$ cat src/rtl/bist_word_sequencer.sv
// Streams a fixed table of test words into the BIST accumulator over valid/ready.
// It also tracks the sum and carry that the accumulator is expected to produce.
module bist_word_sequencer #(
  parameter int WIDTH = 3,
  parameter int NUM_WORDS = 4,
  parameter logic [WIDTH*NUM_WORDS-1:0] PATTERN = 12'b100_011_111_010,
  parameter int PASSES = 1
) (
  input  logic             clk,
  input  logic             reset,
  input  logic             start,
  input  logic             abort,
  input  logic             word_ready,
  output logic [WIDTH-1:0] word_out,
  output logic             word_valid,
  output logic             acc_clear,
  output logic [WIDTH-1:0] exp_sum,
  output logic             exp_carry,
  output logic             busy,
  output logic             done
);

  localparam int IDX_W  = (NUM_WORDS > 1) ? $clog2(NUM_WORDS) : 1;
  localparam int PASS_W = 4;

  typedef enum logic [1:0] {S_IDLE, S_CLEAR, S_RUN, S_DONE} state_t;

  state_t            state_reg;
  logic [IDX_W-1:0]  index_reg;
  logic [IDX_W-1:0]  index_next;
  logic [PASS_W-1:0] pass_reg;
  logic [WIDTH:0]    sum_next;
  logic              last_word;
  logic              last_pass;
  logic [WIDTH-1:0]  words [NUM_WORDS];

  generate
    for (genvar gi = 0; gi < NUM_WORDS; gi++) begin : g_words
      assign words[gi] = PATTERN[gi*WIDTH +: WIDTH];
    end
  endgenerate

  assign index_next = index_reg + IDX_W'(1);
  assign last_word  = (index_reg == IDX_W'(NUM_WORDS - 1));
  assign last_pass  = (pass_reg == PASS_W'(PASSES - 1));
  assign sum_next   = {1'b0, exp_sum} + {1'b0, word_out};

  always_ff @(posedge clk) begin
    if (reset) begin
      state_reg  <= S_IDLE;
      index_reg  <= '0;
      pass_reg   <= '0;
      word_out   <= '0;
      word_valid <= 1'b0;
      acc_clear  <= 1'b0;
      exp_sum    <= '0;
      exp_carry  <= 1'b0;
      busy       <= 1'b0;
      done       <= 1'b0;
    end else begin
      acc_clear <= 1'b0;
      done      <= 1'b0;
      case (state_reg)
        S_IDLE: begin
          // start beats abort here; abort is meaningless while idle
          if (start) begin
            state_reg <= S_CLEAR;
            acc_clear <= 1'b1;
            busy      <= 1'b1;
            exp_sum   <= '0;
            exp_carry <= 1'b0;
            index_reg <= '0;
            pass_reg  <= '0;
          end
        end
        S_CLEAR: begin
          if (abort) begin
            state_reg <= S_IDLE;
            busy      <= 1'b0;
          end else begin
            state_reg  <= S_RUN;
            word_valid <= 1'b1;
            word_out   <= words[0];
          end
        end
        S_RUN: begin
          // An abort discards any transfer offered in the same cycle
          if (abort) begin
            state_reg  <= S_IDLE;
            word_valid <= 1'b0;
            word_out   <= '0;
            busy       <= 1'b0;
          end else if (word_ready) begin
            {exp_carry, exp_sum} <= sum_next;
            if (last_word) begin
              index_reg <= '0;
              if (last_pass) begin
                state_reg  <= S_DONE;
                word_valid <= 1'b0;
                word_out   <= '0;
                done       <= 1'b1;
              end else begin
                pass_reg <= pass_reg + PASS_W'(1);
                word_out <= words[0];
              end
            end else begin
              index_reg <= index_next;
              word_out  <= words[index_next];
            end
          end
        end
        S_DONE: begin
          state_reg <= S_IDLE;
          busy      <= 1'b0;
        end
        default: begin
          state_reg <= S_IDLE;
          busy      <= 1'b0;
        end
      endcase
    end
  end

endmodule

$ cat config.mk
export PLATFORM = sky130hd
export DESIGN_NAME = bist_word_sequencer
export DESIGN_NICKNAME = d
export VERILOG_FILES = /design/src/rtl/bist_word_sequencer.sv
export SDC_FILE = /design/constraint.sdc
export NUM_CORES = 1
export LEC_CHECK = 0
export ABC_CLOCK_PERIOD_IN_PS = 1800
export CORE_UTILIZATION = 40
export CTS_BUF_LIST = sky130_fd_sc_hd__clkbuf_8
export DETAILED_ROUTE_END_ITERATION = 10
export PLACE_DENSITY = 0.7
export SYNTH_ARGS = -nofsm -noshare
export SYNTH_HDL_FRONTEND = slang
export SYNTH_SLANG_ARGS = --single-unit
export TNS_END_PERCENT = 50
$ cat constraint.sdc
create_clock -name clk -period 1.8 [get_ports clk]
set_clock_uncertainty 0.2 [all_clocks]
set_input_delay 0.36 -clock clk [delete_from_list [all_inputs] [get_ports clk]]
set_output_delay 0.36 -clock clk [all_outputs]
set_load 0.02 [all_outputs]
==> results of run 1 <==
timing repair:
action	CTS	global route
pin swaps	6	7
resized for setup	18	21
setup buffers	2	2
endpoints found under the setup margin	11	10
hold endpoints to repair	0	0
area by class of cell:
| type | instances | area [µm²] |
|---|---|---|
| Clock buffer | 3 | 41.3 |
| Clock inverter | 1 | 3.75 |
| Fill cell | 214 | 868 |
| Inverter | 9 | 38.8 |
| Multi-Input combinational cell | 89 | 741 |
| Sequential cell | 19 | 387 |
| Tap cell | 30 | 37.5 |
| Timing Repair Buffer | 42 | 360 |
Yosys cell counts (4+ instances only):
library cell	number	area share, %
dfxtp_1	19	36
nor2_1	19	6.8
ha_1	11	13
inv_1	9	3.2
a21oi_1	6	2.9
a22oi_1	5	3.6
nand2_1	5	1.8
mux2i_1	4	3.8
nand3_1	4	1.9
nor2b_1	4	2.4
nor3_1	4	1.9
o21ai_0	4	1.9
worst min-delay path by stage:
stage / startpoint / to / slack (ns) / cells past startpoint
finish: exp_carry / exp_carry / 0.26 / 2
detailed placement: exp_carry / exp_carry / 0.25 / 2
global placement: exp_carry / exp_carry / 0.25 / 2
global route: exp_carry / exp_carry / 0.28 / 2
CTS: exp_carry / exp_carry / 0.26 / 2
floorplan: state_reg[1] / state_reg[1] / 0.27 / 2
cells in the final DEF, fill, tap and decap left out, types with 2 or more instances in the layout:
cell type,Yosys,routed
inv_1,9,8
nor2_1,19,19
a21oi_1,6,6
o31ai_1,3,2
ha_1,11,7
nor2b_1,4,3
a22oi_1,5,5
inv_4,0,2
dfxtp_1,19,16
mux2i_1,4,4
a211oi_2,0,2
dfxtp_2,0,2
nor3_1,4,4
nand2b_4,0,2
o21ai_0,4,3
dlymetal6s2s_1,0,4
nand2_1,5,5
clkbuf_8,0,3
dlygate4sd2_1,0,5
or4_4,0,3
nand3_1,4,4
clkdlybuf4s50_1,0,6
buf_4,1,26
ha_4,0,3
power groups by stage:
| stage | Clock, µW | Sequential (µW) | Combinational (µW) |
|---|---|---|---|
| after floorplan | 0 | 462 | 82.3 |
| after global placement | 0 | 451 | 173 |
| after detailed placement | 0 | 452 | 177 |
| after CTS | 303 | 443 | 194 |
| after global routing | 322 | 444 | 240 |
| final | 296 | 443 | 223 |
per-layer routing:
layer	wire length, µm	vias up	GRT usage, %
li1	-	508	-
met1	1170	486	24.6
met2	1360	20	34.8
met3	97	7	3.45
met4	80	0	9.21
met5	0	-	0
cells by family (layout without fill, tap and decap cells):
logic type,after synthesis,in the layout,synth area share [%]
AND/OR/NAND/NOR,45,45,22.2
AO/OA/AOI/OAI,27,27,17.0
flip-flops,19,19,36.1
buffers and inverters,13,55,4.99
adder cells (fa/ha/maj),12,12,15.0
multiplexers,4,4,3.81
XOR/XNOR,1,1,0.832
worst reg2reg max path: stages (launching register included):
cell      delay, ns
dfxtp_4        0.38
inv_4          0.04
ha_4           0.17
nor2b_4        0.12
a21o_1         0.18
or4_4          0.52
a211oi_2       0.17
stage by stage:
step	util [%]	power, µW	worst slack (ns)	hold slack (ns)	instance area, µm²
3_5_place_dp	56.8	629	-0.338	0.246	1410
2_1_floorplan	-	544	-0.0643	0.269	1060
3_3_place_gp	56.8	624	-0.312	0.246	1410
4_1_cts	61.3	940	-0.0448	0.256	1520
6_report	64.9	962	-0.0966	0.256	1610
5_1_grt	64.9	1010	-0.147	0.276	1610
==> results.tsv, run 1 <==
stage	metric	value	unit
timing	RSZ-0062 raised after global routing	yes	
worst_setup_path	critical path startpoint category	input pin	
run_status	failing checks	setup timing	
yosys	Syn. warnings	0	
layout	Post-Layout Cell Count	193	
power_and_ir_drop	pwr/cell area	598	nW/µm²
worst_setup_path	crit-path leading delay family	simple AND/OR/NAND/NOR gates	
run_status	status	finished, violations left	
global_route	first-pass GRT wire length	4240	µm
routing	via count	1021	
global_route	Tot GR Track Use	20.4	%
clocking	CTS tree	yes	
worst_setup_path	CP cell instances	clkdlybuf4s50_1 -> nand3b_4 -> a21o_1 -> or4_4 -> a211oi_2	
clocking	Max clock buf depth	2	
worst_setup_path	CP bufs+invs	1	
timing	crit share post-route	105	%
routing	Routed Antenna Nets	0	
yosys	Post-Syn Area	1050	µm²
routing	final wirelength	2710	µm
power_and_ir_drop	peak supply drop	0.531	mV
worst_setup_path	Worst Path Arrival	1.88	ns
yosys	number of synthesized flops with an enable pin	0	
clocking	clock sinks	19	
layout	diode count	0	
worst_setup_path	crit path kind	in2reg	
timing	Setup violations, final	2	
clocking	worst skew pair latency	0.26	ns
clocking	H-tree depth	1	
timing	Final min period	1.90	ns
yosys	Synth Register Bits	19	
routing	first drt pass iteration count	4	
timing	worst-margin pin slew	0.448	ns
clocking	Inserted Clock Buffers	3	
worst_setup_path	RR Startpoint	state_reg[1]	
timing	slew margin rel.	70.1	%
worst_setup_path	CP Launch Point	abort	
global_route	largest net degree at the start of global routing	20	
place	routability congestion estimate	0.781	
yosys	Post-Syn Area per Cell	8.70	µm²
timing	f_max	527	MHz
place	Inst Count DP	186	
worst_setup_path	Setup crit end	pass_reg[3]	
power_and_ir_drop	static leakage	0.000778	µW
yosys	Post-Syn Instances	121	
clocking	Reg clk slew, reported paths	0.07	ns
worst_setup_path	max incr delay on CP	0.52	ns
min_path	worst hold path class	reg2reg	
routing	Residual DRC	0	
routing	Initial DRC Count	12	
worst_setup_path	worst-path fanout max	3	
place	post-DP HPWL	1730	µm
layout	max FFs per register	4	
timing	Setup WS post-layout	-0.0966	ns
worst_setup_path	CP endpoint kind	register	
die	Die Ht	53.3	µm
worst_setup_path	R2R cell count	6	
global_route	grt ovf	0	
power_and_ir_drop	NetSw	266	µW
timing	max-slew violations	0	
power_and_ir_drop	combinational power share	23.1	%
routing	vias per inst	5.29	
global_route	number of global-route vias before repair	985	
worst_setup_path	Worst R2R Setup Slack	-0.06	ns
worst_setup_path	CP max stage cell	or4_4	
worst_setup_path	r2r endpoint	pass_reg[3]	
yosys	register area share after synthesis	36.1	%
timing	endpoints failing hold	0	
layout	Layout area overhead	52.9	%
timing	Fin Setup TNS	-0.174	ns
clocking	CTS Hold Buffers Added	0	
power_and_ir_drop	switching share of total power	27.6	%
die	Die W	53.3	µm
yosys	Syn Nets	138	
die	Core ar.	2480	µm²
global_route	initial antenna violation count	0	
die	die area	2840	µm²
power_and_ir_drop	Clk pwr share	30.8	%
die	IO Count	16	
layout	layout cells sized above 1	32.5	%
yosys	Yosys cell types	29	
flow_run	Max Cap Viol	0	
worst_setup_path	worst endpoint required time	1.79	ns
place	port buffer count	15	
routing	post-DR wirelength/cell	14.0	µm
power_and_ir_drop	Int Power	697	µW
power_and_ir_drop	Seq pwr share	46.1	%
clocking	Root Buffer	clkbuf_8	
die	Rows	18	
yosys	asr flop ratio synth	0	%
yosys	top_reg_cell synth	dfxtp_1	
die	Initial Util	42.5	%
layout	Nets	181	
worst_setup_path	CP Depth	5	
Power figures use the tool's default switching activity.
==> run 2, diff against run 1 <==
--- a/config.mk
+++ b/config.mk
@@ -9,7 +9,7 @@
 export CORE_UTILIZATION = 40
 export CTS_BUF_LIST = sky130_fd_sc_hd__clkbuf_8
 export DETAILED_ROUTE_END_ITERATION = 10
-export PLACE_DENSITY = 0.7
+export SLEW_MARGIN = 5
 export SYNTH_ARGS = -nofsm -noshare
 export SYNTH_HDL_FRONTEND = slang
 export SYNTH_SLANG_ARGS = --single-unit
==> run 2 against run 1 <==
  * Sequential power is essentially flat
  * Worst hold slack worse by 0.0024 ns
  * Final area is 1.8% higher
  * The flow still finishes with violations (setup timing)
  * Clock power hardly changed
  * Sequential share of layout area down 0.50 points
  * Worst setup slack gained 0.034 ns
  * Via count down 1.8%
  * Non-clock buffer count decreased by 1
  * Cell count decreased by 0.52%
  * Critical endpoint is now pass_reg[2]
  * Power down 0.70%
  * Largest power group unchanged
==> results.tsv, run 2 (synthesis gave the netlist of run 1 again) <==
stage	metric	value	unit	change
timing	max-slew violations	0		unchanged
timing	RSZ-0062 raised after global routing	yes		
place	post-DP HPWL	1850	µm	+7.3%
place	routability congestion estimate	0.783		+0.15%
routing	post-DR wirelength/cell	13.1	µm	-6.6%
global_route	initial antenna violation count	0		unchanged
worst_setup_path	worst-path fanout max	4		+1
layout	Post-Layout Cell Count	192		-0.52%
power_and_ir_drop	total power	955	µW	-0.70%
place	port buffer count	15		unchanged
die	IO Count	16		unchanged
routing	Residual DRC	0		unchanged
run_status	failing checks	setup timing		
die	Die Ht	53.3	µm	unchanged
worst_setup_path	CP endpoint kind	register		
routing	Routed Antenna Nets	0		unchanged
timing	crit share post-route	103	%	-1.9 points
run_status	status	finished, violations left		
worst_setup_path	critical path startpoint category	register		
clocking	Max clock buf depth	2		unchanged
routing	first drt pass iteration count	4		unchanged
die	die area	2840	µm²	unchanged
die	Core ar.	2480	µm²	unchanged
worst_setup_path	worst endpoint required time	1.78	ns	about the same
layout	max FFs per register	4		unchanged
timing	Setup violations, final	1		-1
clocking	Inserted Clock Buffers	3		unchanged
clocking	Root Buffer	clkbuf_8		
layout	Layout area overhead	55.6	%	
layout	fillers	215		+0.47%
power_and_ir_drop	pwr/cell area	583	nW/µm²	-2.4%
routing	final wirelength	2520	µm	-7.1%
timing	f_max	537	MHz	+1.8%
timing	endpoints failing hold	0		unchanged
timing	Setup WS post-layout	-0.0626	ns	+0.0340 ns
layout	layout cells sized above 1	31.5	%	-1.0 points
layout	Nets	180		-0.55%
routing	vias per inst	5.22		-1.3%
routing	via count	1003		-1.8%
place	pre-CTS setup slack	-0.371	ns	-0.0330 ns
global_route	number of global-route vias before repair	947		-3.9%
min_path	worst hold path class	reg2reg		
worst_setup_path	Worst Path Arrival	1.84	ns	-0.04 ns
global_route	first-pass GRT wire length	4120	µm	-2.8%
die	Die W	53.3	µm	unchanged
clocking	Reg clk slew, reported paths	0.07	ns	about the same
global_route	grt ovf	0		unchanged
clocking	clock sinks	19		unchanged
die	Initial Util	42.5	%	unchanged
flow_run	Max Cap Viol	0		unchanged
global_route	Tot GR Track Use	20.0	%	-0.44 points
clocking	worst skew pair latency	0.25	ns	about the same
timing	Final min period	1.86	ns	-0.0340 ns
clocking	H-tree depth	1		unchanged
layout	Post-Layout Inst Area	1640	µm²	+1.8%
timing	slew margin rel.	79.9	%	+9.8 points
global_route	largest net degree at the start of global routing	20		unchanged
layout	most common cell after layout, fill and taps aside	buf_4		
timing	worst-margin pin slew	0.299	ns	-0.149 ns
timing	Fin Setup TNS	-0.0626	ns	+0.111 ns
layout	commonest cells after routing, fill and taps aside	23 x buf_4, 19 x nor2_1, 17 x dfxtp_1		
place	Inst Count DP	186		unchanged
place	DP Area	1420	µm²	+0.89%
power_and_ir_drop	peak supply drop	0.450	mV	-15%
worst_setup_path	crit path kind	reg2reg		
routing	Initial DRC Count	14		+2
clocking	CTS tree	yes		
layout	diode count	0		unchanged
die	Rows	18		unchanged
power_and_ir_drop	static leakage	0.000789	µW	+1.4%
## run 2: changes by cell type in the layout (fill, tap and decap cells not counted), moves of 2 or more
cell | previous run | this run
buf_4 | 26 | 23
or4_1 | 0 | 3
or4_4 | 3 | 0
clkdlybuf4s50_1 | 6 | 4
inv_1 | 8 | 6
inv_2 | 0 | 2
## run 2: layout make-up
cell class / instances / area, µm² / area share (%)
Multi-Input combinational cell: 89 / 758 / 46.3
Sequential cell: 19 / 385 / 23.5
Timing Repair Buffer: 41 / 374 / 22.8
Clock buffer: 3 / 41.3 / 2.52
Tap cell: 30 / 37.5 / 2.29
Inverter: 9 / 36.3 / 2.22
Clock inverter: 1 / 5.00 / 0.306
## run 2: repair_timing
| item | CTS | global route |
|---|---|---|
| resized for setup | 28 | 15 |
| setup endpoints to repair | 13 | 12 |
| setup buffers | 2 | 0 |
| pin swaps | 8 | 5 |
| hold buffers | 0 | 0 |
## run 2: path summary, 6_finish.rpt
kind / start / to / slack, ns / depth (start not counted)
hold / removal: exp_carry / exp_carry / 0.25 / 2
setup reg to reg: state_reg[1] / pass_reg[2] / -0.06 / 6
hold reg to reg: exp_carry / exp_carry / 0.25 / 2
setup / recovery: state_reg[1] / pass_reg[2] / -0.06 / 6
## run 2: critical path, cell delays in order (launching register included)
cell and delay, ns:
dfxtp_4 0.38, inv_4 0.04, ha_4 0.17, nor2b_4 0.12, a21o_1 0.19, or4_1 0.49, a211oi_2 0.19
## run 2: routing by layer
| metal | vias up | GRT usage [%] | routed length [µm] |
|---|---|---|---|
| li1 | 510 | - | - |
| met1 | 476 | 24.4 | 1130 |
| met2 | 15 | 35.4 | 1310 |
| met3 | 2 | 2.59 | 65 |
| met4 | 0 | 6.58 | 10 |
| met5 | - | 0 | 0 |
## run 2: through the flow
step / hold WS [ns] / util [%]
2_1_floorplan: 0.269 / -
3_3_place_gp: 0.246 / 57.3
3_5_place_dp: 0.252 / 57.3
4_1_cts: 0.259 / 63.0
5_1_grt: 0.276 / 66.1
6_report: 0.253 / 66.1
## run 2: where the power goes
part | leakage, µW | internal [µW] | switching, µW | total (µW)
Combinational | 0.000608 | 113 | 106 | 220
Sequential | 0.000155 | 432 | 9.20 | 441
Clock | 0.0000255 | 154 | 141 | 295
Total | 0.000789 | 699 | 256 | 955
